### src/rtl/pipeline_pkg.sv
// Shared pipeline types for the IF, fetch_buffer and ID stages.
// Contents: INSTR_W, NOP_INSTR, fetch_entry_t {instr, pc}, NOP_ENTRY.
// No logic; types and constants only.
package pipeline_pkg;

    localparam int INSTR_W = 32;

    // All-zero word is the NOP encoding presented to decode when idle.
    localparam logic [INSTR_W-1:0] NOP_INSTR = 32'h0000_0000;

    typedef struct packed {
        logic [INSTR_W-1:0] instr;
        logic [INSTR_W-1:0] pc;
    } fetch_entry_t;

    localparam fetch_entry_t NOP_ENTRY = '{instr: NOP_INSTR, pc: '0};

endpackage

### src/rtl/fetch_buffer_if.sv
// Fetch-to-decode handshake bundle for fetch_buffer.
// Ports: in_* (fetch side, in_ready back-pressure), flush, out_* (decode side), count.
// slave modport = the buffer; master modport = fetch/decode environment.
interface fetch_buffer_if #(
    parameter int DATA_W = 32,
    parameter int DEPTH  = 4
) ();
    localparam int CW = $clog2(DEPTH) + 1;

    logic [DATA_W-1:0] in_instruction;
    logic [DATA_W-1:0] in_pc;
    logic              in_valid;
    logic              in_ready;
    logic              flush;
    logic [DATA_W-1:0] out_instruction;
    logic [DATA_W-1:0] out_pc;
    logic              out_valid;
    logic              out_ready;
    logic [CW-1:0]     count;

    modport slave (
        input  in_instruction, in_pc, in_valid, flush, out_ready,
        output in_ready, out_instruction, out_pc, out_valid, count
    );

    modport master (
        output in_instruction, in_pc, in_valid, flush, out_ready,
        input  in_ready, out_instruction, out_pc, out_valid, count
    );
endinterface

### src/rtl/fetch_buffer_mem.sv
// Entry storage for fetch_buffer: DEPTH x fetch_entry_t registers.
// Ports: i_clk/i_rst, write port (i_we, i_waddr, i_wdata), read port (i_raddr -> o_rdata).
// Synchronous write, combinational read; async reset clears all entries.
module fetch_buffer_mem
    import pipeline_pkg::*;
#(
    parameter  int DEPTH = 4,
    localparam int AW    = $clog2(DEPTH)
) (
    input  logic         i_clk,
    input  logic         i_rst,
    input  logic         i_we,
    input  logic [AW-1:0] i_waddr,
    input  fetch_entry_t i_wdata,
    input  logic [AW-1:0] i_raddr,
    output fetch_entry_t o_rdata
);

    fetch_entry_t r_mem [DEPTH];

    always_ff @(posedge i_clk or posedge i_rst) begin
        if (i_rst) begin
            for (int i = 0; i < DEPTH; i++) begin
                r_mem[i] <= NOP_ENTRY;
            end
        end else if (i_we) begin
            r_mem[i_waddr] <= i_wdata;
        end
    end

    assign o_rdata = r_mem[i_raddr];

endmodule

### src/rtl/fetch_buffer.sv
// Instruction queue between fetch and decode; flush discards all entries.
// Ports: CLK, RST (async active-high), bus (fetch_buffer_if.slave).
// Optional macro FETCH_BUF_BYPASS_EN: empty-buffer same-cycle bypass to decode.
module fetch_buffer
    import pipeline_pkg::*;
#(
    parameter int DEPTH  = 4,
    parameter int DATA_W = INSTR_W
) (
    input  logic            CLK,
    input  logic            RST,
    fetch_buffer_if.slave   bus
);

    localparam int AW = $clog2(DEPTH);
    localparam int CW = AW + 1;

    logic [AW-1:0] r_wr_ptr;
    logic [AW-1:0] r_rd_ptr;
    logic [CW-1:0] r_count;

    logic         w_full;
    logic         w_empty;
    logic         w_bypass;
    logic         w_in_ready;
    logic         w_out_valid;
    logic         w_push;
    logic         w_pop;
    fetch_entry_t w_wdata;
    fetch_entry_t w_rdata;
    fetch_entry_t w_head;

    assign w_full  = (r_count == CW'(DEPTH));
    assign w_empty = (r_count == '0);
    assign w_wdata = '{instr: bus.in_instruction, pc: bus.in_pc};

`ifdef FETCH_BUF_BYPASS_EN
    // Empty buffer: hand the incoming word straight to decode this cycle.
    assign w_bypass = w_empty && bus.in_valid && !bus.flush && !RST;
`else
    assign w_bypass = 1'b0;
`endif

    // A pop while full does not free a slot for this cycle's push.
    assign w_in_ready  = RST || (!w_full && !bus.flush);
    assign w_out_valid = !RST && ((!w_empty && !bus.flush) || w_bypass);

    // A bypassed word that decode takes is never written.
    assign w_push = bus.in_valid && w_in_ready && !RST && !(w_bypass && bus.out_ready);
    assign w_pop  = w_out_valid && bus.out_ready && !w_bypass;

    always_comb begin
        w_head = NOP_ENTRY;
        if (w_bypass) begin
            w_head = w_wdata;
        end else if (w_out_valid) begin
            w_head = w_rdata;
        end
    end

    always_ff @(posedge CLK or posedge RST) begin
        if (RST) begin
            r_wr_ptr <= '0;
            r_rd_ptr <= '0;
            r_count  <= '0;
        end else if (bus.flush) begin
            r_wr_ptr <= '0;
            r_rd_ptr <= '0;
            r_count  <= '0;
        end else begin
            if (w_push) begin
                r_wr_ptr <= r_wr_ptr + 1'b1;
            end
            if (w_pop) begin
                r_rd_ptr <= r_rd_ptr + 1'b1;
            end
            r_count <= r_count + CW'(w_push) - CW'(w_pop);
        end
    end

    fetch_buffer_mem #(.DEPTH(DEPTH)) u_mem (
        .i_clk   (CLK),
        .i_rst   (RST),
        .i_we    (w_push),
        .i_waddr (r_wr_ptr),
        .i_wdata (w_wdata),
        .i_raddr (r_rd_ptr),
        .o_rdata (w_rdata)
    );

    assign bus.in_ready        = w_in_ready;
    assign bus.out_valid       = w_out_valid;
    assign bus.out_instruction = w_head.instr;
    assign bus.out_pc          = w_head.pc;
    assign bus.count           = r_count;

endmodule

### src/flat_wrapper.sv
// flat-port wrapper written by rule: the top's interface ports become plain ports
module fetch_buffer_flat import pipeline_pkg::*;
#(
    parameter int DEPTH  = 4,
    parameter int DATA_W = INSTR_W
)
  (CLK, RST, bus_in_instruction, bus_in_pc, bus_in_valid, bus_flush, bus_out_ready, bus_in_ready, bus_out_instruction, bus_out_pc, bus_out_valid, bus_count);
  fetch_buffer_if #(.DATA_W(DATA_W), .DEPTH(DEPTH)) bus_i ();
  input  logic CLK;
  input  logic RST;
  input wire logic [$bits(bus_i.in_instruction)-1:0] bus_in_instruction;
  input wire logic [$bits(bus_i.in_pc)-1:0] bus_in_pc;
  input wire logic [$bits(bus_i.in_valid)-1:0] bus_in_valid;
  input wire logic [$bits(bus_i.flush)-1:0] bus_flush;
  input wire logic [$bits(bus_i.out_ready)-1:0] bus_out_ready;
  output wire logic [$bits(bus_i.in_ready)-1:0] bus_in_ready;
  output wire logic [$bits(bus_i.out_instruction)-1:0] bus_out_instruction;
  output wire logic [$bits(bus_i.out_pc)-1:0] bus_out_pc;
  output wire logic [$bits(bus_i.out_valid)-1:0] bus_out_valid;
  output wire logic [$bits(bus_i.count)-1:0] bus_count;
  assign bus_i.in_instruction = bus_in_instruction;
  assign bus_i.in_pc = bus_in_pc;
  assign bus_i.in_valid = bus_in_valid;
  assign bus_i.flush = bus_flush;
  assign bus_i.out_ready = bus_out_ready;
  assign bus_in_ready = bus_i.in_ready;
  assign bus_out_instruction = bus_i.out_instruction;
  assign bus_out_pc = bus_i.out_pc;
  assign bus_out_valid = bus_i.out_valid;
  assign bus_count = bus_i.count;
  fetch_buffer #(.DEPTH(DEPTH), .DATA_W(DATA_W)) u_core (.CLK(CLK), .RST(RST), .bus(bus_i));
endmodule
### config.mk
export PLATFORM = sky130hd
export DESIGN_NAME = fetch_buffer_flat
export DESIGN_NICKNAME = d
export VERILOG_FILES = /design/src/rtl/pipeline_pkg.sv /design/src/rtl/fetch_buffer_if.sv /design/src/rtl/fetch_buffer_mem.sv /design/src/rtl/fetch_buffer.sv /design/src/flat_wrapper.sv
export SDC_FILE = /design/constraint.sdc
export NUM_CORES = 1
export LEC_CHECK = 0
export BUFFER_PORTS_ARGS = -buffer_cell sky130_fd_sc_hd__clkbuf_2
export CAP_MARGIN = 20
export CORE_ASPECT_RATIO = 0.5
export CORE_UTILIZATION = 50
export CTS_CLUSTER_SIZE = 28
export DETAILED_ROUTE_END_ITERATION = 10
export PLACE_DENSITY = 0.7
export SLEW_MARGIN = 20
export SYNTH_ARGS = -nofsm -noshare
export SYNTH_HDL_FRONTEND = slang
export SYNTH_SLANG_ARGS = --single-unit
### constraint.sdc
create_clock -name CLK -period 10.5 [get_ports CLK]
set_input_delay 1.05 -clock CLK [delete_from_list [all_inputs] [get_ports CLK]]
set_output_delay 1.05 -clock CLK [all_outputs]
set_load 0.02 [all_outputs]
### Word-level counts from Yosys, hierarchy flattened

Index checks and enable logic that the tools add are counted.

| operators by class | value |
|---|---|
| bitwise operators | 2 |
| reductions and logical operators | 15 |
| $lt $le $gt $ge | 3 |
| mux-type cells | 12 |
| equality and inequality tests | 1 |
| add/sub/neg operators | 4 |

Operators with widths:

| kind | number |
|---|---|
| $bwmux 256 | 1 |
| $mux 64 | 4 |
| $bmux 64 s2 | 1 |
| $demux 64 s2 | 1 |
| $mux 2 | 4 |
| $logic_and 1x1->1 | 7 |
| $ge 3x3->1 const B | 2 |
| $not 2->3 | 2 |
| $add 2x1->2 const B | 2 |
| $logic_not 1->1 | 4 |
| $reduce_bool 2->1 | 2 |
| $add 3x1->3 | 1 |
| $eq 3x3->1 const B | 1 |
| $logic_not 3->1 | 1 |
| $lt 3x1->1 const B | 1 |
| $mux 3 | 1 |
| $sub 3x1->3 | 1 |
| $logic_or 1x1->1 | 1 |

| storage, ports and cells | value |
|---|---|
| flip-flop bits (word level) | 263 |
| output and inout bits | 69 |
| word-level logic and storage cells | 48 |

### Depth between registers and ports, before layout

Gate-level depths: netlist of run 1.

| logic depth | value |
|---|---|
| depth after elaboration | 9 |
| depth in mapped cells | 10 |
| mapped depth without buffers | 10 |

### Modules after synthesis

A second synthesis of run 1 with hierarchy kept.

| second synthesis, totals | value |
|---|---|
| cells, all modules | 733 |
| area total of the unflattened synthesis | 12428.2 um^2 |

Modules (own cells, without submodules):

| module | area each (um^2) | instances | sequential area each (um^2) | cells an instance |
|---|---|---|---|---|
| fetch_buffer_mem | 11582.4 | 1 | 6406.1 | 622 |
| fetch_buffer | 845.8 | 1 | 175.2 | 111 |

### Worst setup path after synthesis of run 1

Ideal clock, no wire load.

| path | value |
|---|---|
| kind | input to output |
| from | input port RST |
| to | output port bus_in_ready |
| setup slack | 1827 ps |
| arrival | 7623 ps |
| path buffers | 0 |
| stages | 2 |
| required time | 9450 ps |
| path through | inv_1 nand2_1 |

| on the way | value |
|---|---|
| cells in the longest elaborated chain, start to end | 1 |

RTL lines:

| item | line | source |
|---|---|---|
| start: declaration | flat_wrapper.sv:10 | `input logic RST;` |
| $logic_or 1x1->1 | fetch_buffer.sv:45 | `assign w_in_ready = RST \|\| (!w_full && !bus.flush);` |
| end: declaration | flat_wrapper.sv:16 | `output wire logic [$bits(bus_i.in_ready)-1:0] bus_in_ready;` |

No other way between the ends.

### Worst setup path after layout of run 1

| path | value |
|---|---|
| from | register u_core.r_rd_ptr[0] |
| to | output port bus_out_pc[31] |

| on the way | value |
|---|---|
| cells in the longest elaborated chain, start to end | 5 |

RTL lines:

| item | line | source |
|---|---|---|
| start: declaration | fetch_buffer.sv:19 | `logic [AW-1:0] r_rd_ptr;` |
| start signal: assignment | fetch_buffer.sv:75 | `r_rd_ptr <= r_rd_ptr + 1'b1;` |
| $not 2->3 (not written as such) | fetch_buffer_mem.sv:31 | `assign o_rdata = r_mem[i_raddr];` |
| $bmux 64 s2 | fetch_buffer_mem.sv:31 |  |
| $mux 64 (not written as such) (2 in series) | fetch_buffer_mem.sv:31 |  |
| $mux 64 | fetch_buffer.sv:56 | `end else if (w_out_valid) begin` |
| end: declaration | flat_wrapper.sv:18 | `output wire logic [$bits(bus_i.out_pc)-1:0] bus_out_pc;` |

No other way between the ends. The select of a mux whose other input is x is not followed.

==> summary.md, run 1 <==
| Metric | Value |
|---|---|
| Run status | complete, no violations |
| Least-Margin Pin Slew | approximately 0.98 ns |
| Area enclosed by the die boundary | around 25000 sq um |
| Final hold violations | 0 |
| X dimension of the die | 222 microns |
| Final cycle utilization of the critical path | 0.388 |
| R2R setup slack | 7.73 ns |
| Area grow syn2layout | 13.6% |
| Number of buffers added to fix hold violations after cts | 0 |
| Post-synthesis instance area | around 12000 sq um |
| Cell with the most instances after synthesis | dfrtp_1 |
| Worst min path class | reg2reg |
| Initial antenna violation count | 0 |
| Starting utilization of the core area | 0.519 |
| Fraction of layout cells with a size suffix above 1 | 0.556 |
| Worst Setup EP | bus_out_pc[31] |
| Worst setup SP type | flip-flop |
| Synthesized area per cell | about 16 sq um |
| Final setup violating endpoints | 0 |
| Master cell of the clock root buffer | clkbuf_16 |
| CORE AREA | 23200 sq um |
| Cell chain of the critical path | buf_4, mux4_2, and2_1, clkbuf_2 |
| Post-cts repair resize count | 0 |
| Number of nets in the layout | between 900 and 1000 |
| Number of placement rows | 39 |
| Share of the synthesized area in the top cell type | 0.546 |
| Number of DRC violations after detailed routing | 0 |
| Setup repair after global routing missed its margin | no |
| Commonest cells in the netlist | dfrtp_1 (263), mux2_2 (231), and2_1 (64), mux4_2 (64), mux2_1 (25) |
| Detailed Route Iter0 Violations | 290 |
| Worst endpoint required time | approximately 9.5 ns |
| Capturing element type of the critical path | output pin |
| Worst-path fanout max | 41 |
| Total chip power | about 0.003 W |
| WS Path Type | reg2out |
| Static leakage | roughly 6.5 nW |
| Cell with the largest stage delay on the worst path | dfrtp_4 |
| Cell variety after synth | 29 |
| Mapped Cells | approximately 740 |
| Reg-to-reg startpoint | u_core.bus.count[1] |
| Clock tree from TritonCTS | done |
| Filler Cells Inserted | ~1800 |
| Clock Skews | about 0.016 ns |
| Die Span Y | 112 microns |
| Total number of vias | 6577 |
| EDFF count, synth | 0 |
| Remaining Overflow, GRT | 0 |
| Final Max Tran Viols | 0 |
| Hold_ws | between 0.4 and 0.5 ns |
| Worst-case reg-to-reg path depth | 4 |
| Post-route minimum period | 4.07 ns |
| Aggregate global-route resource usage | 0.201 |
| First-pass GRT wire length | roughly 40 mm |
| Flop and latch count out of synthesis | approximately 260 |
| Most common flop cell mapped by yosys | dfrtp_1 |
| Worst relative slew slack | 0.343 |
| Final Wtd Congestion | 0.779 |
| Post-DR wirelength/cell | roughly 20 microns |
| Total Routed Length | around 24 mm |
| Maximum VDD drop | about 110 uV |
| Total of max-cap violations | 0 |
| Synth warn | 0 |
| Clock buffer depth | 3 |
| Capture point of the worst reg-to-reg path | u_core.u_mem.r_mem[190] |
| Maximum number of pins on one net before global-route repair | roughly 130 |
| Net count of the mapped netlist | about 800 |
| Maximum clock frequency | ~250 MHz |
| Clock network latency to the later pin of the worst-skew pair | ~0.52 ns |
| HPWL after detailed placement | approximately 14 mm |
| I/O Pins | between 100 and 150 |
| Number of vias per cell | roughly 5.6 |
| Count of clock tree sinks | between 200 and 300 |
| Via count of the first global-routing pass | 7163 |
| CP Data Arrival Time | just over 3 ns |
| Leading cell types by total area after synthesis | dfrtp_1 (55%), mux2_2 (22%), mux4_2 (12%) |
| Clock transition at the registers of the reported paths | 0.07 ns |
| CP Launch Point | u_core.r_rd_ptr[0] |
| 1st-pass router iterations | 4 |
| Power per Cell Area | about 220 nW/um^2 |
| Number of buffers inserted by post-CTS setup repair | 0 |
| Fraction of synthesis flops using an asynchronous set or reset pin | 1.00 |
| Max stage delay on crit path | between 0.7 and 0.8 ns |
| # port buffers | 137 |
| Sequential element share of the synthesized area | 0.546 |
| Htree depth | 1 |
| Cell type with the highest aggregate area in the netlist | dfrtp_1 |
| Number of buffers created by CTS | 24 |
| Antenna Nets Post-Route | 0 |
| Aggregate negative setup slack | 0 ns |
| Diodes inserted | 0 |
-- how the worst min path moves through the flow --
stage / start / endpoint / slack [ns] / cells after the start
2_1_floorplan: u_core.u_mem.r_mem[125] / u_core.u_mem.r_mem[125] / 0.46 / 1
4_1_cts: u_core.u_mem.r_mem[39] / u_core.u_mem.r_mem[39] / 0.49 / 1
5_1_grt: u_core.u_mem.r_mem[35] / u_core.u_mem.r_mem[35] / 0.51 / 1
3_3_place_gp: u_core.u_mem.r_mem[58] / u_core.u_mem.r_mem[58] / 0.47 / 1
6_report: u_core.u_mem.r_mem[23] / u_core.u_mem.r_mem[23] / 0.49 / 1
3_5_place_dp: u_core.u_mem.r_mem[39] / u_core.u_mem.r_mem[39] / 0.48 / 1
-- report_power, final --
part / total [W] / leakage, nW / internal [W] / switching [W]
Clock: 0.000965 / 0.435 / 0.000589 / 0.000376
Sequential: 0.00143 / 3.41 / 0.00129 / 0.000138
Combinational: 0.000600 / 2.65 / 0.000381 / 0.000219
Total: 0.00299 / 6.49 / 0.00226 / 0.000732
-- cells in the final DEF (no fill, tap or decap), drive strengths merged, types with 2 or more instances in the layout --
cell type and n:
clkinv 2, nand4 5, ha 6, o31ai 3, o311ai 2, mux2 256
clkbuf 174, bufinv 4, mux4 64, inv 9, nor2 4, and2 64
dfrtp 263, nand2 4, buf 8
-- layout make-up --
type | instances | area [sq um] | area share
multi-input combinational | 417 | 5050 | 0.369
inverter | 9 | 41.3 | 0.00302
clock buffer | 37 | 751 | 0.0548
sequential | 263 | 6590 | 0.481
tap | 307 | 384 | 0.0281
clock inverter | 6 | 130 | 0.00951
timing repair buffer | 145 | 746 | 0.0545
-- per-stage QoR --
| stage | util | area, sq um | worst slack, ns | cells |
|---|---|---|---|---|
| final | 0.589 | 13700 | 6.43 | 1184 |
| after global routing | 0.589 | 13700 | 6.19 | 1184 |
| after CTS | 0.589 | 13700 | 6.32 | 1184 |
| after detailed placement | 0.551 | 12800 | 6.50 | 1141 |
| after global placement | 0.551 | 12800 | 6.58 | 1141 |
| after floorplan | - | 12100 | 1.83 | 737 |
-- state kept, by name, summed over array words and instances (netlist names) --
signal              flops
u_core.u_mem.r_mem    256
u_core.bus.count        3
u_core.r_rd_ptr         2
u_core.r_wr_ptr         2
-- kinds of logic (layout without fill, tap and decap cells) --
kind of cell,count (synthesis),count (layout),synth area share
XOR/XNOR,2,2,0.00145
adder cells (fa/ha/maj),7,7,0.00789
buffers and inverters,57,197,0.0350
flip-flops,263,263,0.546
multiplexers,321,321,0.360
AND/OR/NAND/NOR,82,82,0.0466
AO/OA/AOI/OAI,5,5,0.00332
-- layer usage --
metal,vias up,track usage,part of all wire
met2,88,0.330,0.48
met3,28,0.0396,0.033
met5,-,0,0
met4,0,0.0333,0.013
li1,2945,-,-
met1,3516,0.283,0.47
-- worst max-delay path, delay by kind of cell, from the launching register on --
kind          cells  cell delay [ns]
mux               1             0.64
simple gates      1             0.18
flops             1             0.79
buf+inv           2             0.88
Note: power is estimated with default switching activity, not from simulation.
==> inputs of run 2 (changes only) <==
Settings changed: ABC_AREA set to 1, PLACE_DENSITY 0.7 to 0.69.
Clock period 10.5 ns to 4 ns, I/O delays scaled along.
==> summary.md, run 2 <==
| Metric | Value |
|---|---|
| Run status | complete, no violations |
| I/O Pins | 138 (unchanged) |
| Instance area at placement | 13800 sq um (+7.5%) |
| Switching power | 0.00240 W (+230%) |
| Final cycle utilization of the critical path | 0.837 |
| Number of buffers added to fix hold violations after cts | 0 (unchanged) |
| Setup slack after layout | 0.651 ns (-5.78 ns) |
| Count of clock tree sinks | 263 (unchanged) |
| Cell variety after synth | 23 (-21%) |
| Most common library cell in the layout ignoring fill and taps | nand2_1 |
| Number of buffers inserted by post-CTS setup repair | 0 (unchanged) |
| HPWL after detailed placement | 20.6 mm (+42%) |
| Area grow syn2layout | 9.86% |
| Worst setup SP type | flip-flop |
| Final design instance area without fill | 14600 sq um (+6.4%) |
| CORE AREA | 25600 sq um (+10%) |
| Starting utilization of the core area | 0.518 (-0.000842) |
| Post-DR wirelength/cell | 18.6 microns (-7.3%) |
| Maximum clock frequency | roughly 300 MHz |
| Capturing element type of the critical path | output pin |
| Worst setup timing slack at the placement stage | 1.26 ns (-5.24 ns) |
| Number of placement rows | 41 (+5.1%) |
| Total chip power | 0.00729 W (+140%) |
| Number of vias per cell | 5.94 (+6.9%) |
| Setup repair after global routing missed its margin | no |
| Largest Register | u_core.u_mem.r_mem |
| Power per Cell Area | 500 nW/um^2 (+130%) |
| Initial antenna violation count | 0 (unchanged) |
| # port buffers | 137 (unchanged) |
| Final Wtd Congestion | 0.812 (+4.2%) |
| Number of DRC violations after detailed routing | 0 (unchanged) |
| Antenna Nets Post-Route | 0 (unchanged) |
| Worst relative slew slack | 0.277 (-0.0663) |
| WS Path Type | reg2out |
| Filler Cells Inserted | 2349 (+29%) |
| Area enclosed by the die boundary | 27200 sq um (+9.9%) |
| Total of max-cap violations | 0 (unchanged) |
| Clock network latency to the later pin of the worst-skew pair | 0.53 ns (about the same) |
| Share of the synthesized area in the top cell type | 0.496 (-0.0498) |
| CP Data Arrival Time | 2.95 ns (-0.07 ns) |
| Clock Skews | 0.00786 ns (-0.00774 ns) |
| X dimension of the die | 232 microns (+4.8%) |
| Switching part of the total | 0.329 (+0.0840) |
| Worst min path class | in2async |
| Final hold violations | 0 (unchanged) |
| Post-route minimum period | about 3.3 ns |
| EDFF count, synth | 0 (unchanged) |
| Least-Margin Pin Slew | 1.08 ns (+0.0971 ns) |
| Maximum number of pins on one net before global-route repair | 178 (+34%) |
| Mapped Cells | 1696 (+130%) |
| Clock transition at the registers of the reported paths | 0.07 ns (about the same) |
| Aggregate global-route resource usage | 0.285 (+0.0842) |
| Final setup violating endpoints | 0 (unchanged) |
| Clock power frac | 0.321 (-0.002) |
| Master cell of the clock root buffer | clkbuf_16 |
| Fraction of layout cells with a size suffix above 1 | 0.125 (-0.431) |
| Largest register FFs | 256 (unchanged) |
| Synthesized area per cell | 7.82 sq um (-52%) |
| Sequential share of power | 0.462 (-0.015) |
| Combinational cell fraction of total power | 0.217 (+0.016) |
| Detailed Route Iter0 Violations | 1508 (+420%) |
| Cell-internal power | 0.00489 W (+120%) |
| 1st-pass router iterations | 6 (+2) |
| Flop and latch count out of synthesis | 263 (unchanged) |
| Number of nets in the layout | 1802 (+93%) |
| Htree depth | 1 (unchanged) |
| Sequential element share of the synthesized area | 0.496 (-0.0498) |
| Clock tree from TritonCTS | done |
| Cell type with the highest aggregate area in the netlist | dfrtp_1 |
| Total number of vias | 12385 (+88%) |
| Fraction of synthesis flops using an asynchronous set or reset pin | 1.00 (unchanged) |
| Via count of the first global-routing pass | 11657 (+63%) |
| Non-Filler Instances | 2086 (+76%) |
| Worst-path fanout max | 40 (-2.4%) |
| # placed instances | 2043 (+79%) |
| Remaining Overflow, GRT | 0 (unchanged) |
| Commonest cells in the netlist | nand2_1 (528), nor2_1 (264), dfrtp_1 (263) |
| Synth warn | 0 (unchanged) |
| Post-synthesis instance area | 13300 sq um (+10%) |
| Post-cts repair resize count | 0 (unchanged) |
| Clock buffer depth | 3 (unchanged) |
| Net count of the mapped netlist | 1772 (+120%) |
| Worst endpoint required time | 3.60 ns (-5.85 ns) |
| Aggregate negative setup slack | 0 ns (unchanged) |
| Static leakage | 7.57 nW (+17%) |
| Most common flop cell mapped by yosys | dfrtp_1 |
| Maximum VDD drop | 281 uV (+160%) |
| Number of buffers created by CTS | 25 (+4.2%) |
| Final Max Tran Viols | 0 (unchanged) |
| Cell with the most instances after synthesis | nand2_1 |
| Diodes inserted | 0 (unchanged) |
| Leading cell types by total area after synthesis | dfrtp_1 (50%), nand2_1 (15%), nand4_1 (12%) |
| First-pass GRT wire length | 62.0 mm (+57%) |
| Total Routed Length | 38.8 mm (+63%) |
| Die Span Y | 117 microns (+4.8%) |
| Top library cells by usage in the layout, fill and taps aside | nand2_1 (526), nor2_1 (264), dfrtp_1 (261) |
## run 2: kinds of logic (layout without fill, tap and decap cells)
logic type,count (synthesis),in the layout,share of synthesized area
adders and majority gates,7,7,0.00717
xor gates and xnor gates,2,2,0.00132
AOI/OAI and AO/OA,192,192,0.0725
DFF,263,263,0.496
and+or+nand+nor,1059,1059,0.354
buffers and inverters,173,219,0.0692
## run 2: routing by layer
| layer | routed length [microns] | vias to the layer above | track usage |
|---|---|---|---|
| met1 | 17200 | 6094 | 0.408 |
| met3 | 2580 | 54 | 0.0375 |
| met4 | 705 | 0 | 0.0675 |
| met2 | 18300 | 487 | 0.464 |
| li1 | - | 5750 | - |
| met5 | 0 | - | 0 |
## run 2: path summary, 6_finish.rpt
path                                    startpoint                       to  slack [ns]  cells past startpoint
setup reg to reg               u_core.bus.count[1]  u_core.u_mem.r_mem[105]        1.29                      6
min in group CLK                         bus_flush      u_core.bus.count[1]        0.15                      2
hold / removal                                 RST   u_core.u_mem.r_mem[19]       0.009                      2
hold reg to reg            u_core.u_mem.r_mem[149]  u_core.u_mem.r_mem[149]        0.47                      2
setup / recovery               u_core.bus.count[1]  bus_out_instruction[31]        0.65                      6
max in group asynchronous                      RST  u_core.u_mem.r_mem[114]        2.81                      3
## run 2: final cells by class
cell class              instances  area [sq um]  area share
multi-input cells            1260          5790       0.397
well taps                     344           430      0.0295
clock buffers                  34           719      0.0494
clock inverters                 9          72.6     0.00498
flip-flops and latches        263          6590       0.452
inverters                      14          56.3     0.00386
repair buffers                162           915      0.0628
## run 2: stage by stage
stage / util / hold WS (ns)
floorplan: - / 0.437
global placement: 0.538 / 0.448
detailed placement: 0.538 / 0.453
CTS: 0.569 / 0.0206
global route: 0.569 / 0.0453
finish: 0.569 / 0.00859
## run 2: power by group through the flow
stage | clock, W | sequential (W) | combinational (W)
after global placement | 0 | 0.00339 | 0.00153
after floorplan | 0 | 0.00332 | 0.00120
after global routing | 0.00248 | 0.00341 | 0.00179
final | 0.00234 | 0.00337 | 0.00158
after detailed placement | 0 | 0.00340 | 0.00157
after CTS | 0.00237 | 0.00336 | 0.00157
## run 2: critical path: stages (launching register included)
cell,delay [ns]
dfrtp_1,0.44
nor2_1,0.24
nand2_1,0.12
nand2_2,0.80
buf_4,0.49
a21oi_1,0.13
clkbuf_2,0.19
